--- config.mk ---
export PLATFORM = sky130hd
export DESIGN_NAME = r5p_soc_uart_rx
export DESIGN_NICKNAME = d
export VERILOG_FILES = /design/src/rtl/r5p_soc_uart_rx.sv
export SDC_FILE = /design/constraint.sdc
export NUM_CORES = 1
export LEC_CHECK = 0
export ABC_AREA = 1
export BUFFER_PORTS_ARGS = -buffer_cell sky130_fd_sc_hd__buf_2
export CAP_MARGIN = 15
export CORE_ASPECT_RATIO = 1.5
export CORE_MARGIN = 3
export CORE_UTILIZATION = 60
export CTS_BUF_LIST = sky130_fd_sc_hd__clkbuf_8
export CTS_CLUSTER_DIAMETER = 150
export DETAILED_ROUTE_END_ITERATION = 16
export PLACE_DENSITY_LB_ADDON = 0.15
export RECOVER_POWER = 50
export SYNTH_ARGS = -nofsm -noshare
export SYNTH_HDL_FRONTEND = slang
export SYNTH_SLANG_ARGS = --single-unit
--- constraint.sdc ---
create_clock -name clk -period 3.8 [get_ports clk]
set_clock_uncertainty 0.2 [all_clocks]
set_input_delay 0.76 -clock clk [delete_from_list [all_inputs] [get_ports clk]]
set_output_delay 0.76 -clock clk [all_outputs]
set_load 0.05 [all_outputs]
--- src/rtl/r5p_soc_uart_rx.sv ---
// UART 8N1 receiver with programmable bit period, small receive FIFO and a TCB
// responder for data/status/baud/irq registers.
module r5p_soc_uart_rx #(
  parameter logic [15:0] CFG_BDR  = 16'd174,
  parameter int unsigned FIFO_DEP = 4
)(
  input  logic        clk,
  input  logic        rst,
  input  logic        tcb_vld,
  output logic        tcb_rdy,
  input  logic        tcb_wen,
  input  logic [3:0]  tcb_adr,
  input  logic [3:0]  tcb_ben,
  input  logic [31:0] tcb_wdt,
  output logic [31:0] tcb_rdt,
  output logic        tcb_err,
  input  logic        uart_rxd,
  output logic        irq
);

  localparam int AW = $clog2(FIFO_DEP);

  typedef enum logic [2:0] {S_IDLE, S_STRT, S_DATA, S_STOP, S_WAIT} state_t;

  state_t      r_state;
  logic [15:0] r_cnt;
  logic [2:0]  r_idx;
  logic [7:0]  r_sh;
  logic        r_rx0, r_rxs;
  logic [15:0] r_baud;
  logic        r_ien, r_ovr, r_fer;
  logic [AW:0] r_wp, r_rp;
  logic [7:0]  r_mem [FIFO_DEP];
  logic [31:0] r_rdt;
  logic        r_err;

  logic [AW:0] w_cnt;
  logic [31:0] w_cnt32;
  logic [3:0]  w_cnt_sat;
  logic        w_ne, w_full;
  logic        w_trn, w_algn, w_rd, w_wr;
  logic        w_sel_data, w_sel_stat, w_sel_baud, w_sel_irq;
  logic        w_pop, w_push_ok, w_push, w_ovr_set, w_fer_set;
  logic        w_clr_ovr, w_clr_fer;
  logic [15:0] w_bdr_new;
  logic [31:0] w_rdt;
  logic        w_unused;

  assign tcb_rdy = 1'b1;
  assign tcb_rdt = r_rdt;
  assign tcb_err = r_err;
  assign irq     = r_ien & w_ne;

  assign w_cnt     = r_wp - r_rp;
  assign w_cnt32   = 32'(w_cnt);
  assign w_cnt_sat = (w_cnt32 > 32'd15) ? 4'd15 : w_cnt32[3:0];
  assign w_ne      = (w_cnt != '0);
  assign w_full    = (r_wp[AW] != r_rp[AW]) && (r_wp[AW-1:0] == r_rp[AW-1:0]);

  assign w_trn      = tcb_vld & tcb_rdy;
  assign w_algn     = (tcb_adr[1:0] == 2'b00);
  assign w_rd       = w_trn & w_algn & ~tcb_wen;
  assign w_wr       = w_trn & w_algn &  tcb_wen;
  assign w_sel_data = (tcb_adr[3:2] == 2'd0);
  assign w_sel_stat = (tcb_adr[3:2] == 2'd1);
  assign w_sel_baud = (tcb_adr[3:2] == 2'd2);
  assign w_sel_irq  = (tcb_adr[3:2] == 2'd3);

  // A full FIFO can still accept the byte when the same cycle pops an entry.
  assign w_pop     = w_rd & w_sel_data & w_ne;
  assign w_push_ok = (r_state == S_STOP) && (r_cnt == 16'd0) &&  r_rxs;
  assign w_fer_set = (r_state == S_STOP) && (r_cnt == 16'd0) && !r_rxs;
  assign w_push    = w_push_ok & (~w_full | w_pop);
  assign w_ovr_set = w_push_ok & w_full & ~w_pop;

  assign w_clr_ovr = w_wr & w_sel_stat & tcb_ben[0] & tcb_wdt[2];
  assign w_clr_fer = w_wr & w_sel_stat & tcb_ben[0] & tcb_wdt[3];
  assign w_bdr_new = {tcb_ben[1] ? tcb_wdt[15:8] : r_baud[15:8],
                      tcb_ben[0] ? tcb_wdt[7:0]  : r_baud[7:0]};

  assign w_unused = &{1'b0, tcb_wdt[31:16], tcb_ben[3:2]};

  always_comb begin
    w_rdt = '0;
    case (tcb_adr[3:2])
      2'd0: if (w_ne) w_rdt = {23'd0, 1'b1, r_mem[r_rp[AW-1:0]]};
      2'd1: w_rdt = {24'd0, w_cnt_sat, r_fer, r_ovr, w_full, w_ne};
      2'd2: w_rdt = {16'd0, r_baud};
      default: w_rdt = {31'd0, r_ien};
    endcase
  end

  always_ff @(posedge clk or posedge rst) begin
    if (rst) begin
      r_rx0 <= 1'b1;
      r_rxs <= 1'b1;
    end else begin
      r_rx0 <= uart_rxd;
      r_rxs <= r_rx0;
    end
  end

  // Counter reloads read BAUD live, so a mid-frame write applies at the next reload.
  always_ff @(posedge clk or posedge rst) begin
    if (rst) begin
      r_state <= S_IDLE;
      r_cnt   <= '0;
      r_idx   <= '0;
      r_sh    <= '0;
    end else begin
      case (r_state)
        S_IDLE: if (!r_rxs) begin
          r_cnt   <= {1'b0, r_baud[15:1]} - 16'd1;
          r_state <= S_STRT;
        end
        S_STRT: if (r_cnt == 16'd0) begin
          if (!r_rxs) begin
            r_cnt   <= r_baud - 16'd1;
            r_idx   <= '0;
            r_state <= S_DATA;
          end else begin
            r_state <= S_IDLE;
          end
        end else r_cnt <= r_cnt - 16'd1;
        S_DATA: if (r_cnt == 16'd0) begin
          r_sh  <= {r_rxs, r_sh[7:1]};
          r_cnt <= r_baud - 16'd1;
          r_idx <= r_idx + 3'd1;
          if (r_idx == 3'd7) r_state <= S_STOP;
        end else r_cnt <= r_cnt - 16'd1;
        S_STOP: if (r_cnt == 16'd0) begin
          r_state <= r_rxs ? S_IDLE : S_WAIT;
        end else r_cnt <= r_cnt - 16'd1;
        S_WAIT: if (r_rxs) r_state <= S_IDLE;
        default: r_state <= S_IDLE;
      endcase
    end
  end

  always_ff @(posedge clk) begin
    if (w_push) r_mem[r_wp[AW-1:0]] <= r_sh;
  end

  always_ff @(posedge clk or posedge rst) begin
    if (rst) begin
      r_wp   <= '0;
      r_rp   <= '0;
      r_ovr  <= 1'b0;
      r_fer  <= 1'b0;
      r_baud <= CFG_BDR;
      r_ien  <= 1'b0;
      r_rdt  <= '0;
      r_err  <= 1'b0;
    end else begin
      if (w_push) r_wp <= r_wp + 1'b1;
      if (w_pop)  r_rp <= r_rp + 1'b1;
      r_ovr <= (r_ovr & ~w_clr_ovr) | w_ovr_set;
      r_fer <= (r_fer & ~w_clr_fer) | w_fer_set;
      if (w_wr & w_sel_baud) r_baud <= (w_bdr_new < 16'd4) ? 16'd4 : w_bdr_new;
      if (w_wr & w_sel_irq & tcb_ben[0]) r_ien <= tcb_wdt[0];
      r_err <= w_trn & ~w_algn;
      r_rdt <= w_rd ? w_rdt : 32'd0;
    end
  end

endmodule

==> impl_summary.log <==
INFO  metric run_status = finished with violations
INFO  metric failed_checks = max-capacitance violations, max-slew violations
INFO  metric fin_area = 6800 µm²
INFO  metric routed_via_density = 5.42
INFO  metric areaGrowthSynthToFinish = 6.50%
INFO  metric die_height = 132 µm
INFO  metric synth_top_flop_cell = sky130_fd_sc_hd__dfrtp_1
INFO  metric drv_cap = 1
INFO  metric design.final.nets = 921
INFO  metric fin_tns_setup = 0 ns
INFO  metric diodes = 0
INFO  metric vdd_drop_max = 345 µV
INFO  metric cts_repair_resize_count = 0
INFO  metric synthesis.area = 6390 µm²
INFO  metric min_path_type = register to register
INFO  metric final_min_period_over_clock_period = 0.926
INFO  metric drive_above_1_share = 0.131
INFO  metric worstPathMaxFanout = 11
INFO  metric ctsHtreeMaxLevel = 3
INFO  metric detail_route.wl_per_cell = 15.6 µm
INFO  metric criticalPathCategory = register to primary output
INFO  metric synth_top_cells_by_area = sky130_fd_sc_hd__dfrtp_1 26%, sky130_fd_sc_hd__edfxtp_1 15%, sky130_fd_sc_hd__nand2_1 12%
INFO  metric synth.cells.most_frequent = 204 x sky130_fd_sc_hd__nand2_1, 120 x sky130_fd_sc_hd__nor2_1, 78 x sky130_fd_sc_hd__inv_1
INFO  metric fmax = 284 MHz
INFO  metric distinct_cell_type_count_after_synthesis = 49
INFO  metric final_util = 0.664
INFO  metric cellLeakagePower = 3.31 nW
INFO  metric global_route_wire_length_before_repair = 25,700 µm
INFO  metric clock_tree.buffer_depth = 2
INFO  metric maximum_number_of_pins_on_one_net_before_global_route_repair = 32
INFO  metric place_hpwl = 11,900 µm
INFO  metric antenna_left = 0
INFO  metric initial_core_util = 0.623
INFO  metric cts_hold_buf = 0
INFO  metric antenna_found_initial = 0
INFO  metric powerDensity = 419 nW/µm²
INFO  metric synth_edf_count = 32
INFO  metric tritoncts = built
INFO  metric placementRows = 45
INFO  metric syn_inst = 817
INFO  metric asyncSetResetFlopFracSynth = 0.698
INFO  metric worst-endpoint-arrival = 2.56 ns
INFO  metric numCtsBuffers = 9
INFO  metric cts_setup_buffers = 0
INFO  metric port_buffers = 44
INFO  metric count_of_endpoints_failing_setup_in_the_final_report = 0
INFO  metric max_slew_violation_count = 32
INFO  metric yosys_register_bits = 106
INFO  metric fp.dieArea = 11,900 µm²
INFO  metric critPathLaunchType = register
INFO  metric worstSkewPairLatency = 0.38 ns
INFO  metric drt_drc_violations_left = 0
INFO  metric congestion_overflow_gr = 0
INFO  metric io_pins = 80
INFO  metric slew_headroom = -0.118
INFO  metric post-synth-top-area-fraction = 0.262
INFO  metric synth.most_common_cell = sky130_fd_sc_hd__nand2_1
INFO  metric finalHoldWorstSlack = 0.162 ns
INFO  metric synth-warning-count = 0
INFO  metric post_synth.cell_area_avg = 7.82 µm²
INFO  metric period_needed = 3.52 ns
INFO  metric totalWireLength = 15,700 µm
INFO  metric first_global_vias = 5,489
INFO  metric seq_area_frac_synth = 0.442
INFO  metric critical_path_required = 2.84 ns
INFO  metric worst_setup_hold_path_clk_slew = 0.10 ns
INFO  metric core-area = 10,200 µm²
INFO  metric final_replace_weighted_congestion = 0.960
INFO  metric cts-root-buf = sky130_fd_sc_hd__clkbuf_8
INFO  metric hold_viol_final = 0
INFO  metric chipWidth = 90.3 µm
INFO  metric rsz0062_at_grt = false
INFO  metric dr_total_vias = 5,465
INFO  metric cts.sink_count = 106
INFO  metric place_area = 6650 µm²
INFO  metric drt-pass1-iter-count = 5
INFO  metric yosysTopAreaCell = sky130_fd_sc_hd__dfrtp_1
INFO  metric grt.total_usage = 0.272
INFO  metric drt-initial-drc-count = 296
INFO  metric max_slew.worst_pin.slew = 1.68 ns
INFO  metric setup.worst_path.end_class = primary output
[worst max-delay path, stage by stage (launching register included)]
cell and delay [ns]:
sky130_fd_sc_hd__dfrtp_1 0.54, sky130_fd_sc_hd__clkinv_1 0.36, sky130_fd_sc_hd__fa_1 0.54, sky130_fd_sc_hd__xor2_2 0.25, sky130_fd_sc_hd__nand3_4 0.16, sky130_fd_sc_hd__nand2_1 0.10
sky130_fd_sc_hd__inv_1 0.04, sky130_fd_sc_hd__buf_2 0.20
[state kept, by name, indices dropped and copies added (netlist names), 3 cells and up]
signal   cells
r_sh         8
r_idx        3
r_state      3
r_cnt       16
r_mem       32
r_baud      16
r_wp         3
tcb_rdt     16
r_rp         3
[per-layer routing]
layer | global-route usage | vias to the layer above | part of all wire
li1 | - | 2710 | -
met1 | 0.276 | 2598 | 0.38
met2 | 0.517 | 105 | 0.54
met3 | 0.0257 | 52 | 0.022
met4 | 0.181 | 0 | 0.060
met5 | 0 | - | 0
[cell usage in the layout, fill, tap and decap left out, drive strengths merged, types with 4 or more instances in the layout]
cell	n
dfrtp	67
o21ai	67
nand3	72
nor2	138
buf	45
o22ai	13
nor3	4
dfstp	7
nand2	215
nand4	6
clkbuf	16
mux2	8
conb	17
xor2	11
a22oi	4
inv	89
a21oi	26
ha	13
edfxtp	32
[power by group]
group / internal, mW / switching (mW)
registers: 1.27 / 0.128
logic: 0.254 / 0.553
clock network: 0.244 / 0.408
total: 1.76 / 1.09
[area by class of cell]
cell class / count / area [µm²]
fill: 934 / 3440
multi-input combinational: 608 / 3050
sequential: 106 / 2820
inverter: 85 / 319
timing repair buffer: 52 / 267
tap: 141 / 176
clock buffer: 9 / 124
clock inverter: 7 / 50.0
[path summary, 6_finish.rpt]
check,from,to,slack [ns],depth (start not counted)
worst max-delay path,r_rp[1],irq,0.28,7
worst min-delay path,r_rx0,r_rxs,0.16,0
worst max register to register,r_rp[1],r_mem[3][3],0.87,9
worst min register to register,r_rx0,r_rxs,0.16,0
max in group asynchronous,rst,tcb_rdt[11],1.01,3
min in group asynchronous,rst,r_state[1],0.35,2
[per-stage QoR]
stage          worst slack, ns  instances  power (mW)
2_1_floorplan            0.970        832        2.01
3_3_place_gp             0.765        992        2.18
3_5_place_dp             0.703        992        2.21
4_1_cts                  0.275       1008        2.86
5_1_grt                  0.157       1008        3.02
6_report                 0.282       1008        2.85
[cells by family (layout without fill, tap and decap cells)]
kind of cell / after synthesis / after routing / synth area share
other cells: 2 / 17 / 0.00118
mux: 9 / 9 / 0.0198
buf+inv: 118 / 153 / 0.0899
fa+ha+maj: 14 / 14 / 0.0286
simple gates: 439 / 439 / 0.300
flops: 106 / 106 / 0.442
compound gates: 117 / 117 / 0.101
xor+xnor: 12 / 12 / 0.0176
Power figures use the tool's default switching activity.
